`config.mk`:
```
export PLATFORM = sky130hd
export DESIGN_NAME = array_16_ctrl
export DESIGN_NICKNAME = d
export VERILOG_FILES = /design/src/rtl/array_16_pkg.sv /design/src/rtl/array_16_resp_fifo.sv /design/src/rtl/array_16_ctrl.sv
export SDC_FILE = /design/constraint.sdc
export NUM_CORES = 1
export LEC_CHECK = 0
export BUFFER_PORTS_ARGS = -buffer_cell sky130_fd_sc_hd__buf_2
export CORE_MARGIN = 4
export CORE_UTILIZATION = 48
export DETAILED_ROUTE_END_ITERATION = 7
export PLACE_DENSITY = 0.89
export SETUP_SLACK_MARGIN = 0.3
export SKIP_CTS_REPAIR_TIMING = 1
export SLEW_MARGIN = 20
export SYNTH_ARGS = -nofsm -noshare
export SYNTH_HDL_FRONTEND = slang
export SYNTH_SLANG_ARGS = --single-unit
```
`constraint.sdc`:
```
create_clock -name clock -period 2.95 [get_ports clock]
set_input_delay 0.885 -clock clock [delete_from_list [all_inputs] [get_ports clock]]
set_output_delay 0.885 -clock clock [all_outputs]
set_load 0.1 [all_outputs]
```
`src/rtl/array_16_pkg.sv`:
```
// Shared constants and state encoding for the array_16 request/response front-end.
package array_16_pkg;

  localparam int ADDR_W = 8;
  localparam int DATA_W = 24;
  localparam int MASK_W = 4;
  localparam int LANE_W = DATA_W / MASK_W;
  localparam int DEPTH  = 1 << ADDR_W;
  localparam int QDEPTH = 2;
  localparam int QCNT_W = $clog2(QDEPTH + 1);

  typedef enum logic {
    ST_INIT,
    ST_RUN
  } state_e;

endpackage

```
`src/rtl/array_16_resp_fifo.sv`:
```
// Count-based response FIFO; storage is unreset, pointers and count reset to empty.
module array_16_resp_fifo #(
  parameter int DEPTH_Q = 2,
  parameter int WIDTH   = 24,
  parameter int CNT_W   = 2
) (
  input  logic             clock,
  input  logic             reset_n,
  input  logic             push,
  input  logic [WIDTH-1:0] push_data,
  input  logic             pop,
  output logic [WIDTH-1:0] pop_data,
  output logic             valid,
  output logic [CNT_W-1:0] count
);

  localparam int PTR_W = (DEPTH_Q > 1) ? $clog2(DEPTH_Q) : 1;

  logic [WIDTH-1:0] mem_q [DEPTH_Q];
  logic [PTR_W-1:0] wr_ptr;
  logic [PTR_W-1:0] rd_ptr;
  logic             pop_ok;

  assign pop_ok   = pop && (count != '0);
  assign valid    = (count != '0);
  assign pop_data = mem_q[rd_ptr];

  // Data storage: written on every push, no reset needed.
  always_ff @(posedge clock) begin
    if (push) mem_q[wr_ptr] <= push_data;
  end

  // Pointers wrap at DEPTH_Q; count tracks push/pop, a pop on empty is dropped.
  always_ff @(posedge clock or negedge reset_n) begin
    if (!reset_n) begin
      wr_ptr <= '0;
      rd_ptr <= '0;
      count  <= '0;
    end else begin
      if (push) wr_ptr <= (wr_ptr == PTR_W'(DEPTH_Q - 1)) ? '0 : wr_ptr + PTR_W'(1);
      if (pop_ok) rd_ptr <= (rd_ptr == PTR_W'(DEPTH_Q - 1)) ? '0 : rd_ptr + PTR_W'(1);
      case ({push, pop_ok})
        2'b10:   count <= count + CNT_W'(1);
        2'b01:   count <= count - CNT_W'(1);
        default: count <= count;
      endcase
    end
  end

endmodule

```
`src/rtl/array_16_ctrl.sv`:
```
// Front-end for the 256x24 masked array macro: zero-fill after reset, then
// valid/ready reads and masked writes with a credit-limited response FIFO.
//
//  state   | meaning
//  --------+---------------------------------------------------------------
//  ST_INIT | zero-filling the macro, one address per cycle, requests held off
//  ST_RUN  | normal operation, terminal until the next reset
module array_16_ctrl
  import array_16_pkg::*;
(
  input  logic              clock,
  input  logic              reset_n,
  output logic              init_done,
  input  logic              rd_req_valid,
  output logic              rd_req_ready,
  input  logic [ADDR_W-1:0] rd_req_addr,
  input  logic              wr_req_valid,
  output logic              wr_req_ready,
  input  logic [ADDR_W-1:0] wr_req_addr,
  input  logic [DATA_W-1:0] wr_req_data,
  input  logic [MASK_W-1:0] wr_req_mask,
  output logic              rd_resp_valid,
  input  logic              rd_resp_ready,
  output logic [DATA_W-1:0] rd_resp_data,
  output logic              mem_R0_clk,
  output logic [ADDR_W-1:0] mem_R0_addr,
  output logic              mem_R0_en,
  input  logic [DATA_W-1:0] mem_R0_data,
  output logic              mem_W0_clk,
  output logic [ADDR_W-1:0] mem_W0_addr,
  output logic              mem_W0_en,
  output logic [DATA_W-1:0] mem_W0_data,
  output logic [MASK_W-1:0] mem_W0_mask
);

  state_e              state;
  logic [ADDR_W-1:0]   init_ptr;
  logic                init_arm;
  logic                inflight;
  logic                run;
  logic                rd_accept;
  logic [QCNT_W-1:0]   fifo_count;
  logic [QCNT_W:0]     credit_used;

  // init_arm holds off the first fill write until one clock after reset
  // release, so every enable output is low while reset is asserted.
  always_ff @(posedge clock or negedge reset_n) begin
    if (!reset_n) begin
      state    <= ST_INIT;
      init_ptr <= '0;
      init_arm <= 1'b0;
    end else begin
      init_arm <= 1'b1;
      if (state == ST_INIT && init_arm) begin
        init_ptr <= init_ptr + ADDR_W'(1);
        if (init_ptr == ADDR_W'(DEPTH - 1)) state <= ST_RUN;
      end
    end
  end

  // A read accepted this cycle has its data on mem_R0_data next cycle.
  always_ff @(posedge clock or negedge reset_n) begin
    if (!reset_n) inflight <= 1'b0;
    else          inflight <= rd_accept;
  end

  assign run       = (state == ST_RUN);
  assign init_done = run;

  // Credit only looks at registered count and inflight, never rd_resp_ready.
  assign credit_used  = {1'b0, fifo_count} + (QCNT_W + 1)'(inflight);
  assign rd_req_ready = run && (credit_used < (QCNT_W + 1)'(QDEPTH));
  assign wr_req_ready = run;
  assign rd_accept    = rd_req_valid && rd_req_ready;

  assign mem_R0_clk  = clock;
  assign mem_W0_clk  = clock;
  assign mem_R0_en   = rd_accept;
  assign mem_R0_addr = rd_req_addr;

  // Write port is owned by the zero-fill during INIT, by requests in RUN.
  assign mem_W0_en   = run ? wr_req_valid : init_arm;
  assign mem_W0_addr = run ? wr_req_addr  : init_ptr;
  assign mem_W0_data = run ? wr_req_data  : '0;
  assign mem_W0_mask = run ? wr_req_mask  : '1;

  array_16_resp_fifo #(
    .DEPTH_Q (QDEPTH),
    .WIDTH   (DATA_W),
    .CNT_W   (QCNT_W)
  ) u_resp_fifo (
    .clock     (clock),
    .reset_n   (reset_n),
    .push      (inflight),
    .push_data (mem_R0_data),
    .pop       (rd_resp_ready),
    .pop_data  (rd_resp_data),
    .valid     (rd_resp_valid),
    .count     (fifo_count)
  );

endmodule

```
==> results.txt, run 1 <==
outcome: completed
die area: 7010 um2
area grow syn2layout: 37.8%
max layer used: met4
reg2reg path depth: 5
Clock transition at path regs: 0.07 ns
Hold Crit Class: input pin to async pin
most frequent cells in the layout: 105 x buf_2, 48 x edfxtp_1, 33 x mux2_2
Metal-1 WL: 2.41 mm
Final nets: 386
PortBufs: 132
average wire per standard cell: 15.4 um
simple-gate area share of the yosys netlist: 9.68%
vias in the first global route: 2033
antenna violations before repair: 0
Die X: 83.7 um
placed cell count: 366
final wirelength: 5.99 mm
chip height: 83.7 um
Main synth FF type: edfxtp_1
critical path launch point type: clock port
Ant. Diodes: 0
drt pass-1 iters: 5
worst path required time: 2.07 ns
syn_nets: 252
R2R setup slack: 1.37 ns
CTS tree: built
layout cells sized above 1: 65.2%
max incr delay on CP: 0.15 ns
Synth Warn #: 0
DR WL met3: 437 um
CP max FO: 2
IO Count: 149
CORE AREA: 5540 um2
largest net degree at the start of global routing: 44
Max IR drop VDD: 0.000577 V
Final Slew Violations: 0
flops & latches, synth: 63
worst hold slack: 0.344 ns
pwr/cell area: 1030 nW/um2
worst r2r dst: u_resp_fifo.count[1]
RSZ-0062 raised after global routing: yes
CP Cell Sequence: buf_8 > buf_8 > buf_12
mux share of post-synthesis cell area: 13.5%
CP Capture Type: primary output
CP arrival: 1.85 ns
Cell Count, Final, Fillers Out: 388
post-synth cell types: 26
Mapped Area: 2750 um2
crit path kind: clock port to primary output
register area share after synthesis: 66.0%
Layout Skew: 0.00648 ns
final number of setup-violating endpoints: 0
Fin. Hold Viols: 0
Synth Area in Compound Gates: 1.09%
post-route ant nets: 0
Max-Cap Viols: 0
DRC viols: 0
Slowest cell on crit path: buf_12
leakage: 1.66 nW
routed vias: 1880
Synth async-reset ratio: 23.8%
Final GP Congestion: 0.687
total power: 0.00390 W
commonest non-fill, non-tap cell in the layout: buf_2
reg2reg start: u_resp_fifo.count[0]
Crit path top cell by count: buf_8
Fillers: 373
WL met2: 3.01 mm
first-pass GRT wire length: 9.44 mm
vias per std cell: 4.85
drt initial violations: 65
XOR/XNOR Fraction of Synth Area: 3.82%
grt total ovfl: 0
Post-synth EDFFs: 48
HPWL Detailed: 4.18 mm
synthesized area per cell: 15.6 um2
Post-Synth Adder-Cell Area: 0.909%
worst skew pair latency: 0.43 ns
largest family of logic cells by synthesized area: multiplexers
TNS Setup: 0 ns
GRT Util Overall: 17.7%
Starting Density: 49.7%
row count: 27
Synth Instances: 177
==> cells in the mapped netlist, drive strengths merged (2+ instances only) <==
cell	number	area, um2
edfxtp	48	1440
nand4	4	25.0
buf	16	119
xor2	4	35.0
xnor2	8	70.1
clkbuf	2	7.51
nand2b	4	25.0
and2	27	171
mux2	33	372
inv	2	7.50
nand2	2	7.51
nor2	2	7.51
dfrtp	15	375
ha	2	25.0
==> critical path: cells and delay by family <==
| kind | cells | cell delay (ns) |
|---|---|---|
| buffers and inverters | 3 | 0.36 |
==> per-stage QoR <==
stage / setup WS, ns / instance area, um2 / util, %
after global routing: 0.211 / 3790 / 68.5
after CTS: 0.0440 / 3660 / 66.1
after floorplan: -0.110 / 2780 / -
after detailed placement: 0.320 / 3440 / 62.1
after global placement: 0.320 / 3440 / 62.1
final: 0.218 / 3790 / 68.5
==> final cells by class <==
type                    count  area, um2  share of cell area [%]
repair buffers            135        778                    20.5
flip-flops and latches     63       1820                    48.0
multi-input cells          94        833                    22.0
clock inverters             6       37.5                   0.989
clock buffers              16        226                    5.97
well taps                  72       90.1                    2.37
inverters                   2       7.51                   0.198
==> state kept, by name, summed over array words and instances (netlist names) <==
name                count
inflight                1
init_arm                1
init_ptr                8
u_resp_fifo.count       2
u_resp_fifo.wr_ptr      1
init_done               1
u_resp_fifo.rd_ptr      1
u_resp_fifo.mem_q      48
==> power breakdown <==
| part | total (W) | switching [W] | internal, W |
|---|---|---|---|
| logic | 0.00164 | 0.00126 | 0.000381 |
| registers | 0.00111 | 0.0000871 | 0.00103 |
| clock network | 0.00114 | 0.000598 | 0.000546 |
==> routing by layer <==
metal,vias up,GRT usage (%)
met5,-,0
met4,0,10.2
met2,97,28.5
met3,9,7.11
li1,885,-
met1,889,19.8
==> cell families after synthesis <==
group,count (synthesis)
buffers and inverters,20
muxes,33
xor gates and xnor gates,12
DFF,63
other,1
AOI/OAI and AO/OA,3
and+or+nand+nor,43
adders and majority gates,2
==> worst max path at each step <==
| stage | start | endpoint | cells past startpoint |
|---|---|---|---|
| 2_1_floorplan | init_done | mem_R0_en | 4 |
| 3_3_place_gp | clock | mem_R0_clk | 1 |
| 3_5_place_dp | clock | mem_R0_clk | 1 |
| 4_1_cts | init_done | mem_W0_en | 3 |
| 5_1_grt | clock | mem_R0_clk | 3 |
| 6_report | clock | mem_R0_clk | 3 |
No activity file was read; power rests on OpenSTA's default activity.
==> inputs of run 2 (changes only) <==
--- a/config.mk
+++ b/config.mk
@@ -7,9 +7,9 @@
 export LEC_CHECK = 0
 export BUFFER_PORTS_ARGS = -buffer_cell sky130_fd_sc_hd__buf_2
 export CORE_MARGIN = 4
-export CORE_UTILIZATION = 48
+export CORE_UTILIZATION = 40
 export DETAILED_ROUTE_END_ITERATION = 7
-export PLACE_DENSITY = 0.89
+export PLACE_DENSITY = 0.8
 export SETUP_SLACK_MARGIN = 0.3
 export SKIP_CTS_REPAIR_TIMING = 1
 export SLEW_MARGIN = 20
==> constraint.sdc (replaced) <==
create_clock -name clock -period 2.4 [get_ports clock]
set_input_delay 0.72 -clock clock [delete_from_list [all_inputs] [get_ports clock]]
set_output_delay 0.72 -clock clock [all_outputs]
set_load 0.1 [all_outputs]
==> results.txt, run 2 (synthesis gave the netlist of run 1 again) <==
Cell Area, Placed: 3930 um2 (was 3440 um2)
outcome: completed (unchanged)
DRC viols: 0 (unchanged)
final worst-path cycle share: 99.0%
Layout Skew: 0.0134 ns (was 0.00648 ns)
drt pass-1 iters: 4 (was 5)
Die X: 91.0 um (was 83.7 um)
Ant. Diodes: 0 (unchanged)
Max IR drop VDD: 0.00105 V (was 0.000577 V)
Starting Density: 42.1% (was 49.7%)
fin util: 76.1% (was 68.5%)
CP arrival: 1.66 ns (was 1.85 ns)
most frequent cells in the layout: 64 x buf_2, 59 x buf_12, 48 x edfxtp_1 (was 105 x buf_2, 48 x edfxtp_1, 33 x mux2_2)
vias in the first global route: 2023 (was 2033)
net switching fraction of the power: 45.9% (was 49.9%)
layout cells sized above 1: 73.5% (was 65.2%)
pwr/cell area: 1160 nW/um2 (was 1030 nW/um2)
Final nets: 395 (was 386)
clock share of power: 26.7% (was 29.3%)
leakage: 2.15 nW (was 1.66 nW)
post-route ant nets: 0 (unchanged)
Fin. Hold Viols: 0 (unchanged)
final number of setup-violating endpoints: 0 (unchanged)
average wire per standard cell: 20.2 um (was 15.4 um)
commonest non-fill, non-tap cell in the layout: buf_2 (unchanged)
antenna violations before repair: 0 (unchanged)
post-route cell area: 4970 um2 (was 3790 um2)
CP max FO: 11 (was 2)
Hold Crit Class: input pin to async pin (unchanged)
largest net degree at the start of global routing: 44 (unchanged)
RSZ-0062 raised after global routing: yes (unchanged)
TNS Setup: 0 ns (unchanged)
grt total ovfl: 0 (unchanged)
area grow syn2layout: 80.6% (was 37.8%)
Fmax: 421 MHz
vias per std cell: 4.92 (was 4.85)
Largest register FFs: 48 (unchanged)
most flop-heavy register: u_resp_fifo.mem_q (unchanged)
CP Capture Type: primary output (unchanged)
worst skew pair latency: 0.43 ns (about the same)
sequential power share: 24.4% (was 28.5%)
final wirelength: 8.13 mm (was 5.99 mm)
PortBufs: 132 (unchanged)
first-pass GRT wire length: 9.54 mm (was 9.44 mm)
Clock transition at path regs: 0.08 ns (was 0.07 ns)
GRT Util Overall: 14.8% (was 17.7%)
chip height: 91.0 um (was 83.7 um)
crit path kind: register to primary output (was clock port to primary output)
Final min period: 2.38 ns
worst hold slack: 0.189 ns (was 0.344 ns)
CORE AREA: 6530 um2 (was 5540 um2)
sw power: 0.00264 W (was 0.00195 W)
Logic pwr share: 48.9% (was 42.1%)
IO Count: 149 (unchanged)
die area: 8270 um2 (was 7010 um2)
routed vias: 1976 (was 1880)
CTS tree: built (unchanged)
drt initial violations: 62 (was 65)
critical path launch point type: register (was clock port)
worst path required time: 1.68 ns (was 2.07 ns)
row count: 29 (was 27)
HPWL Detailed: 4.40 mm (was 4.18 mm)
Final Slew Violations: 0 (unchanged)
cell-internal power: 0.00312 W (was 0.00195 W)
Final GP Congestion: 0.680 (was 0.687)
top flop regs: u_resp_fifo.mem_q x48, init_ptr x8, u_resp_fifo.count x2 (unchanged)
Max-Cap Viols: 0 (unchanged)
[run 2: cell count changes in the layout (fill, tap and decap cells not counted), moves of 6 or more]
cell	change
mux2_4	+24
buf_2	-41
mux2_2	-24
buf_12	+56
and2_1	-15
buf_6	+10
and2_2	-6
clkbuf_4	-22
and2_4	+21
[run 2: path summary, 6_finish.rpt]
| path | start | endpoint | slack [ns] | cells past startpoint |
|---|---|---|---|---|
| worst max-delay path | init_done | mem_W0_addr[5] | 0.02 | 3 |
| worst max register to register | u_resp_fifo.count[1] | u_resp_fifo.count[1] | 0.74 | 5 |
| worst min register to register | init_ptr[6] | init_ptr[6] | 0.52 | 1 |
| max in group asynchronous | reset_n | init_done | 1.92 | 1 |
| min in group clock | mem_R0_data[13] | u_resp_fifo.mem_q[0][13] | 0.47 | 1 |
| worst min-delay path | reset_n | inflight | 0.19 | 1 |
[run 2: power by group through the flow]
stage	Sequential (W)	Clock [W]	Combinational, W
after floorplan	0.00136	0.000338	0.00181
after global placement	0.00139	0.000293	0.00242
after detailed placement	0.00140	0.000293	0.00244
after CTS	0.00137	0.00140	0.00245
after global routing	0.00142	0.00164	0.00289
final	0.00141	0.00154	0.00281
[run 2: routing by layer]
metal / part of all wire (%) / routed length (um) / vias to the layer above / track usage, %
li1: - / - / 902 / -
met1: 36 / 2900 / 973 / 17.0
met2: 57 / 4630 / 86 / 24.5
met3: 5.2 / 423 / 15 / 6.03
met4: 2.2 / 182 / 0 / 6.53
met5: 0 / 0 / - / 0
[run 2: stage by stage]
stage / setup WS (ns) / cells / power (W)
final: 0.0250 / 402 / 0.00576
after global routing: -0.0321 / 402 / 0.00594
after global placement: 0.210 / 372 / 0.00410
after floorplan: -0.492 / 177 / 0.00351
after CTS: -0.197 / 392 / 0.00522
after detailed placement: 0.210 / 372 / 0.00413
[run 2: layout make-up]
class                   instances  area [um2]
flip-flops and latches         63        1820
repair buffers                144        1740
fillers                       375        1560
multi-input cells              94        1010
clock buffers                  15         221
well taps                      77        96.3
clock inverters                 7        71.3
inverters                       2        10.0
[run 2: critical path, stage by stage, from the launching register on]
cell,delay (ns)
dfrtp_4,0.46
buf_6,0.18
mux2_2,0.39
buf_6,0.19
